--- config.mk ---
export PLATFORM = sky130hd
export DESIGN_NAME = seg7_scan_driver_flat
export DESIGN_NICKNAME = d
export VERILOG_FILES = /design/src/rtl/seg7_pkg.sv /design/src/rtl/seg7_scan_driver_if.sv /design/src/rtl/seg7_decode.sv /design/src/rtl/seg7_scan_driver.sv /design/src/flat_wrapper.sv
export SDC_FILE = /design/constraint.sdc
export NUM_CORES = 1
export LEC_CHECK = 0
export BUFFER_PORTS_ARGS = -buffer_cell sky130_fd_sc_hd__buf_4
export CORE_ASPECT_RATIO = 0.7
export CORE_UTILIZATION = 54
export DETAILED_ROUTE_END_ITERATION = 10
export GPL_TIMING_DRIVEN = 0
export PLACE_DENSITY = 0.73
export SKIP_CTS_REPAIR_TIMING = 1
export SLEW_MARGIN = 15
export SYNTH_ARGS = -nofsm -noshare
export SYNTH_HDL_FRONTEND = slang
export SYNTH_SLANG_ARGS = --single-unit
export TNS_END_PERCENT = 20
--- constraint.sdc ---
create_clock -name clk -period 5.5 [get_ports clk]
set_input_delay 0 -clock clk [delete_from_list [all_inputs] [get_ports clk]]
set_output_delay 0 -clock clk [all_outputs]
set_load 0.05 [all_outputs]
--- src/rtl/seg7_pkg.sv ---
// Shared types and glyph constants for the 4-digit seven-segment scan driver.
// All patterns are active-low: a 0 bit lights a segment or enables a digit.
package seg7_pkg;

    typedef enum logic [2:0] {
        SIdle,
        DTens,
        DDirL,
        DDirH,
        DUnits
    } slot_e;

    localparam logic [3:0] AN_TENS  = 4'b1110;
    localparam logic [3:0] AN_DIR_L = 4'b1101;
    localparam logic [3:0] AN_DIR_H = 4'b1011;
    localparam logic [3:0] AN_UNITS = 4'b0111;
    localparam logic [3:0] AN_OFF   = 4'b1111;

    localparam logic [6:0] SEG_BLANK = 7'b1111111;
    localparam logic [6:0] SEG_UP    = 7'b0011100;
    localparam logic [6:0] SEG_DOWN  = 7'b0100011;

    // seg[6:0] = g..a; codes above 9 never occur after the tens/units split
    function automatic logic [6:0] digit_glyph(input logic [3:0] digit);
        logic [6:0] pattern;
        unique case (digit)
            4'd0:    pattern = 7'b1000000;
            4'd1:    pattern = 7'b1111001;
            4'd2:    pattern = 7'b0100100;
            4'd3:    pattern = 7'b0110000;
            4'd4:    pattern = 7'b0011001;
            4'd5:    pattern = 7'b0010010;
            4'd6:    pattern = 7'b0000010;
            4'd7:    pattern = 7'b1111000;
            4'd8:    pattern = 7'b0000000;
            4'd9:    pattern = 7'b0010000;
            default: pattern = SEG_BLANK;
        endcase
        return pattern;
    endfunction

endpackage

--- src/rtl/seg7_scan_driver_if.sv ---
// Display-side bundle: counter value/direction and enable in, digit/segment pins out.
interface seg7_scan_driver_if;
    logic       disp_en;
    logic [3:0] value;
    logic       dir;
    logic [3:0] an;
    logic [6:0] seg;
    logic       frame_start;

    modport master (
        output disp_en, value, dir,
        input  an, seg, frame_start
    );

    modport slave (
        input  disp_en, value, dir,
        output an, seg, frame_start
    );
endinterface

--- src/rtl/seg7_decode.sv ---
// Combinational decimal digit to active-low seven-segment pattern.
module seg7_decode
    import seg7_pkg::*;
(
    input  logic [3:0] digit,
    output logic [6:0] pattern
);
    assign pattern = digit_glyph(digit);
endmodule

--- src/rtl/seg7_scan_driver.sv ---
// Four-slot multiplexed display scan: tens, direction (twice), units, with a
// per-frame snapshot of the counter and a blank gap cycle at each slot start.
module seg7_scan_driver
    import seg7_pkg::*;
#(
    parameter int unsigned REFRESH_DIV = 131072,
    parameter bit          BLANK_LZ    = 1'b1
) (
    input  logic               clk,
    input  logic               rst,
    seg7_scan_driver_if.slave  bus
);
    localparam int unsigned PW = (REFRESH_DIV > 1) ? $clog2(REFRESH_DIV) : 1;
    localparam logic [PW-1:0] PMAX = PW'(REFRESH_DIV - 1);

    logic [PW-1:0] pcnt_q, pcnt_d;
    slot_e         state_q, state_d;
    logic [3:0]    shadow_val_q;
    logic          shadow_dir_q;
    logic [3:0]    an_q, an_d;
    logic [6:0]    seg_q, seg_d;
    logic          frame_start_q;
    logic          tick, snap;

    logic          ge_ten;
    logic [3:0]    tens, units;
    logic [6:0]    tens_seg, units_seg, dir_seg;

    assign tick   = (pcnt_q == PMAX);
    assign ge_ten = (shadow_val_q >= 4'd10);
    assign tens   = ge_ten ? 4'd1 : 4'd0;
    assign units  = ge_ten ? shadow_val_q - 4'd10 : shadow_val_q;
    assign dir_seg = shadow_dir_q ? SEG_UP : SEG_DOWN;

    seg7_decode u_tens_dec (
        .digit   (tens),
        .pattern (tens_seg)
    );

    seg7_decode u_units_dec (
        .digit   (units),
        .pattern (units_seg)
    );

    always_comb begin
        pcnt_d  = tick ? '0 : pcnt_q + 1'b1;
        state_d = state_q;
        if (tick) begin
            unique case (state_q)
                SIdle:   state_d = DTens;
                DTens:   state_d = DDirL;
                DDirL:   state_d = DDirH;
                DDirH:   state_d = DUnits;
                DUnits:  state_d = DTens;
                default: state_d = SIdle;
            endcase
        end
        snap = tick && (state_d == DTens);

        // Pins lag state/pcnt by one cycle; pcnt == 0 is the anti-ghosting gap.
        an_d  = AN_OFF;
        seg_d = SEG_BLANK;
        if (pcnt_q != '0) begin
            unique case (state_q)
                DTens: begin
                    an_d  = AN_TENS;
                    seg_d = (BLANK_LZ && tens == 4'd0) ? SEG_BLANK : tens_seg;
                end
                DDirL: begin
                    an_d  = AN_DIR_L;
                    seg_d = dir_seg;
                end
                DDirH: begin
                    an_d  = AN_DIR_H;
                    seg_d = dir_seg;
                end
                DUnits: begin
                    an_d  = AN_UNITS;
                    seg_d = units_seg;
                end
                default: begin
                    an_d  = AN_OFF;
                    seg_d = SEG_BLANK;
                end
            endcase
        end
    end

    always_ff @(posedge clk) begin
        if (rst) begin
            pcnt_q        <= '0;
            state_q       <= SIdle;
            shadow_val_q  <= 4'd0;
            shadow_dir_q  <= 1'b1;
            an_q          <= AN_OFF;
            seg_q         <= SEG_BLANK;
            frame_start_q <= 1'b0;
        end else begin
            pcnt_q        <= pcnt_d;
            state_q       <= state_d;
            an_q          <= an_d;
            seg_q         <= seg_d;
            frame_start_q <= snap;
            if (snap) begin
                shadow_val_q <= bus.value;
                shadow_dir_q <= bus.dir;
            end
        end
    end

    // Enable gating is deliberately combinational so blanking is immediate.
    assign bus.an          = bus.disp_en ? an_q : AN_OFF;
    assign bus.seg         = bus.disp_en ? seg_q : SEG_BLANK;
    assign bus.frame_start = frame_start_q;

endmodule
--- src/flat_wrapper.sv ---
// flat-port wrapper written by rule: the top's interface ports become plain ports
module seg7_scan_driver_flat import seg7_pkg::*;
#(
    parameter int unsigned REFRESH_DIV = 131072,
    parameter bit          BLANK_LZ    = 1'b1
)
  (clk, rst, bus_disp_en, bus_value, bus_dir, bus_an, bus_seg, bus_frame_start);
  seg7_scan_driver_if bus_i ();
  input  logic clk;
  input  logic rst;
  input wire logic [$bits(bus_i.disp_en)-1:0] bus_disp_en;
  input wire logic [$bits(bus_i.value)-1:0] bus_value;
  input wire logic [$bits(bus_i.dir)-1:0] bus_dir;
  output wire logic [$bits(bus_i.an)-1:0] bus_an;
  output wire logic [$bits(bus_i.seg)-1:0] bus_seg;
  output wire logic [$bits(bus_i.frame_start)-1:0] bus_frame_start;
  assign bus_i.disp_en = bus_disp_en;
  assign bus_i.value = bus_value;
  assign bus_i.dir = bus_dir;
  assign bus_an = bus_i.an;
  assign bus_seg = bus_i.seg;
  assign bus_frame_start = bus_i.frame_start;
  seg7_scan_driver #(.REFRESH_DIV(REFRESH_DIV), .BLANK_LZ(BLANK_LZ)) u_core (.clk(clk), .rst(rst), .bus(bus_i));
endmodule
==> impl_metrics.json <==
{
  "drt-vias-per-instance": 5.34,
  "hold_path.class": "primary input to flop",
  "whs_endpoint": "u_core.state_q[1]",
  "synthArstFlopShare": 0,
  "rsz_0062_raised_after_global_routing": "no",
  "place_worst_setup_slack_ps": 2790,
  "power.share.clock": 0.446,
  "hold_viol": 0,
  "yosys.area.top_type": "dfxtp_1",
  "worst_ep_arrival_time_ps": 2880,
  "cts_made_buffers": 5,
  "top_level_ports": 20,
  "antenna_cells": 0,
  "number_of_vias_after_detailed_routing": 1693,
  "critical_path.cell_chain": "ha_1 > nand4_1 > nor4_1 > ha_1 > or2_2 > clkbuf_1 > clkbuf_1 > nor2_1",
  "clk_root_buffer_cell": "clkbuf_8",
  "worstPathMaxFanout": 10,
  "hold_depth": 3,
  "drc": 0,
  "rr_startpoint": "u_core.pcnt_q[0]",
  "max_clock_freq_ghz": 0.367,
  "path_clk_slew_ps": 70,
  "total_routing_resource_utilization_after_global_routing": 0.232,
  "antenna_left": 0,
  "initial_core_util": 0.589,
  "combinationalPowerShare": 0.045,
  "fp.dieW_um": 73.2,
  "worst_skew_pair.late_latency_ps": 280,
  "clock_tree.buffer_depth": 2,
  "netSwitchingFraction": 0.197,
  "final_design_area_no_fill_um2": 2280,
  "share_seq_of_total_power": 0.510,
  "yosysSeqAreaShare": 0.386,
  "std_cell_rows": 17,
  "power.ir.vdd_worst_mv": 0.252,
  "critPathLaunchType": "flop",
  "report.final.slew_viol_count": 0,
  "grt_antenna_before_repair": 0,
  "grt_first_pass_wirelength_mm": 6.61,
  "setup.worst_path.class": "flop to flop",
  "power_density_nw_per_um2": 233,
  "timing.reg2reg.setup_slack_ps": 2770,
  "p_switching_w": 0.000105,
  "leakage_nw": 0.812,
  "final_layout_size_suffix_gt1_frac": 0.130,
  "worst_hold_startpoint": "rst",
  "grt_start_max_net_pins": 12,
  "synth_area_um2": 1920,
  "global_route.overflow_total": 0,
  "ys_ff_latch": 37,
  "critical_path.max_stage_delay_ps": 420,
  "cp_slowest_cell": "dfxtp_1",
  "globalplace.congestion": 0.929,
  "cts_tree": "yes",
  "design.final.nets": 284,
  "placed_cell_area_um2": 2120,
  "htreeDepth": 2,
  "maxCapViolations": 0,
  "drt_iter0_drc": 78,
  "synth_ff_type": "dfxtp_1",
  "netlist_instances": 238,
  "dr.pass1.iters": 5,
  "layout_setup_ws_ps": 2770,
  "vias_in_the_first_global_route": 1422,
  "dp_hpwl_mm": 2.90,
  "worst_clock_skew_ps": 5.24,
  "drt-wirelength-per-cell_um": 12.6,
  "synth.distinct_cells": 43,
  "placement.io_buffers": 19,
  "layout_worst_path_cycle_share": 0.496,
  "setup_total_negative_slack_ps": 0,
  "finalCriticalPeriod_ps": 2730,
  "core_area_um2": 3250,
  "timing_worst_slew_pin_value_ps": 491,
  "postLayoutCoreUtil": 0.702,
  "p_int_w": 0.000428,
  "synthesis.yosys.warnings": 0,
  "end_kind": "flop",
  "syn_nets": 253,
  "run_status": "completed",
  "clock_sink_count": 37,
  "synth-edff-count": 0,
  "design.die.area_um2": 3800,
  "timing.reg2reg.worst_path_depth": 8,
  "final_layout_worst_hold_slack_ps": 234,
  "r2r_end": "u_core.pcnt_q[13]",
  "share_of_yosys_cell_area_claimed_by_the_top_area_cell_type": 0.386,
  "finalSetupViolCount": 0,
  "max-slew-margin-rel": 0.671,
  "area_growth_syn_to_layout_pct": 19.2,
  "synthTopCellsByArea": "dfxtp_1, nor2_1, ha_1",
  "floorplan.die.height_um": 51.8,
  "required_time_reported_for_the_critical_path_endpoint_ps": 5650,
  "synthesis.area_per_instance_um2": 8.05,
  "num-fill-cells": 291,
  "totalWireLength_mm": 3.99
}
==> stage by stage <==
step / power [W] / cells
after floorplan: 0.000290 / 238
after global placement: 0.000298 / 304
after detailed placement: 0.000299 / 304
after CTS: 0.000534 / 312
after global routing: 0.000553 / 317
final: 0.000533 / 317
==> power by group through the flow <==
stage / logic, W / clock network, W / registers [W]
final: 0.0000238 / 0.000238 / 0.000272
after global routing: 0.0000263 / 0.000255 / 0.000272
after floorplan: 0.0000129 / 0 / 0.000277
after detailed placement: 0.0000209 / 0 / 0.000278
after CTS: 0.0000210 / 0.000241 / 0.000272
after global placement: 0.0000207 / 0 / 0.000278
==> logic make-up (layout without fill, tap and decap cells) <==
group | Yosys count | after routing | synth area share
simple gates | 104 | 104 | 0.293
compound gates | 48 | 48 | 0.157
flops | 37 | 37 | 0.386
buf+inv | 29 | 61 | 0.0574
xor+xnor | 12 | 12 | 0.0548
fa+ha+maj | 7 | 7 | 0.0457
mux | 1 | 1 | 0.00587
==> placed cells by master (no fill, tap or decap), drive strengths merged, types with 6 or more instances in the layout <==
master,n
nor2,31
ha,7
xnor2,7
nor2b,6
inv,14
nand2,14
buf,19
clkbuf,22
nand3,7
nor4,7
dfxtp,37
nand2b,14
a21oi,14
nand4,6
o21ai,14
==> cell usage after synthesis, drive strengths merged, types with 2 or more instances <==
cell / n
a21o: 2
a21oi: 14
a221oi: 2
clkbuf: 15
dfxtp: 37
ha: 7
inv: 14
nand2: 14
nand2b: 14
nand3: 7
nand3b: 2
nand4: 6
nor2: 31
nor2b: 6
nor3: 5
nor3b: 4
nor4: 7
o211ai: 4
o21ai: 14
or2: 2
or3: 3
xnor2: 7
xor2: 5
==> routing by layer <==
layer	global-route usage	wire length (um)	part of all wire	up-vias
li1	-	-	-	889
met3	0.0562	216	0.054	2
met4	0.0654	19	0.0048	0
met5	0	0	0	-
met1	0.349	2150	0.54	747
met2	0.323	1600	0.40	55
==> worst max-delay path: cells and delay by family, from the launching register on <==
kind	cells	cell delay (ps)
buffers and inverters	2	710
AND/OR/NAND/NOR	4	830
adder cells (fa/ha/maj)	2	640
flip-flops	1	420
==> registers in the layout (all words and copies together) (netlist names) <==
name / cells
u_core.shadow_dir_q: 1
u_core.bus.frame_start: 1
u_core.state_q: 3
u_core.an_q: 4
u_core.pcnt_q: 17
u_core.seg_q: 7
u_core.shadow_val_q: 4
==> worst max-delay path by stage <==
stage / start / endpoint
after floorplan: u_core.pcnt_q[0] / u_core.shadow_val_q[0]
after global placement: u_core.pcnt_q[0] / u_core.pcnt_q[14]
after detailed placement: u_core.pcnt_q[0] / u_core.pcnt_q[13]
after CTS: u_core.pcnt_q[0] / u_core.pcnt_q[16]
after global routing: u_core.pcnt_q[0] / u_core.pcnt_q[14]
final: u_core.pcnt_q[0] / u_core.pcnt_q[13]
==> final cells by class <==
class / instances / area (um2) / area share
plain buffers: 15 / 57.6 / 0.0252
clock buffers: 7 / 86.3 / 0.0378
clock inverters: 1 / 30.0 / 0.0131
inverters: 14 / 52.6 / 0.0230
multi-input cells: 172 / 1070 / 0.467
flip-flops and latches: 37 / 741 / 0.324
well taps: 47 / 58.8 / 0.0257
repair buffers: 24 / 193 / 0.0843
(Power assumes the default switching activity.)
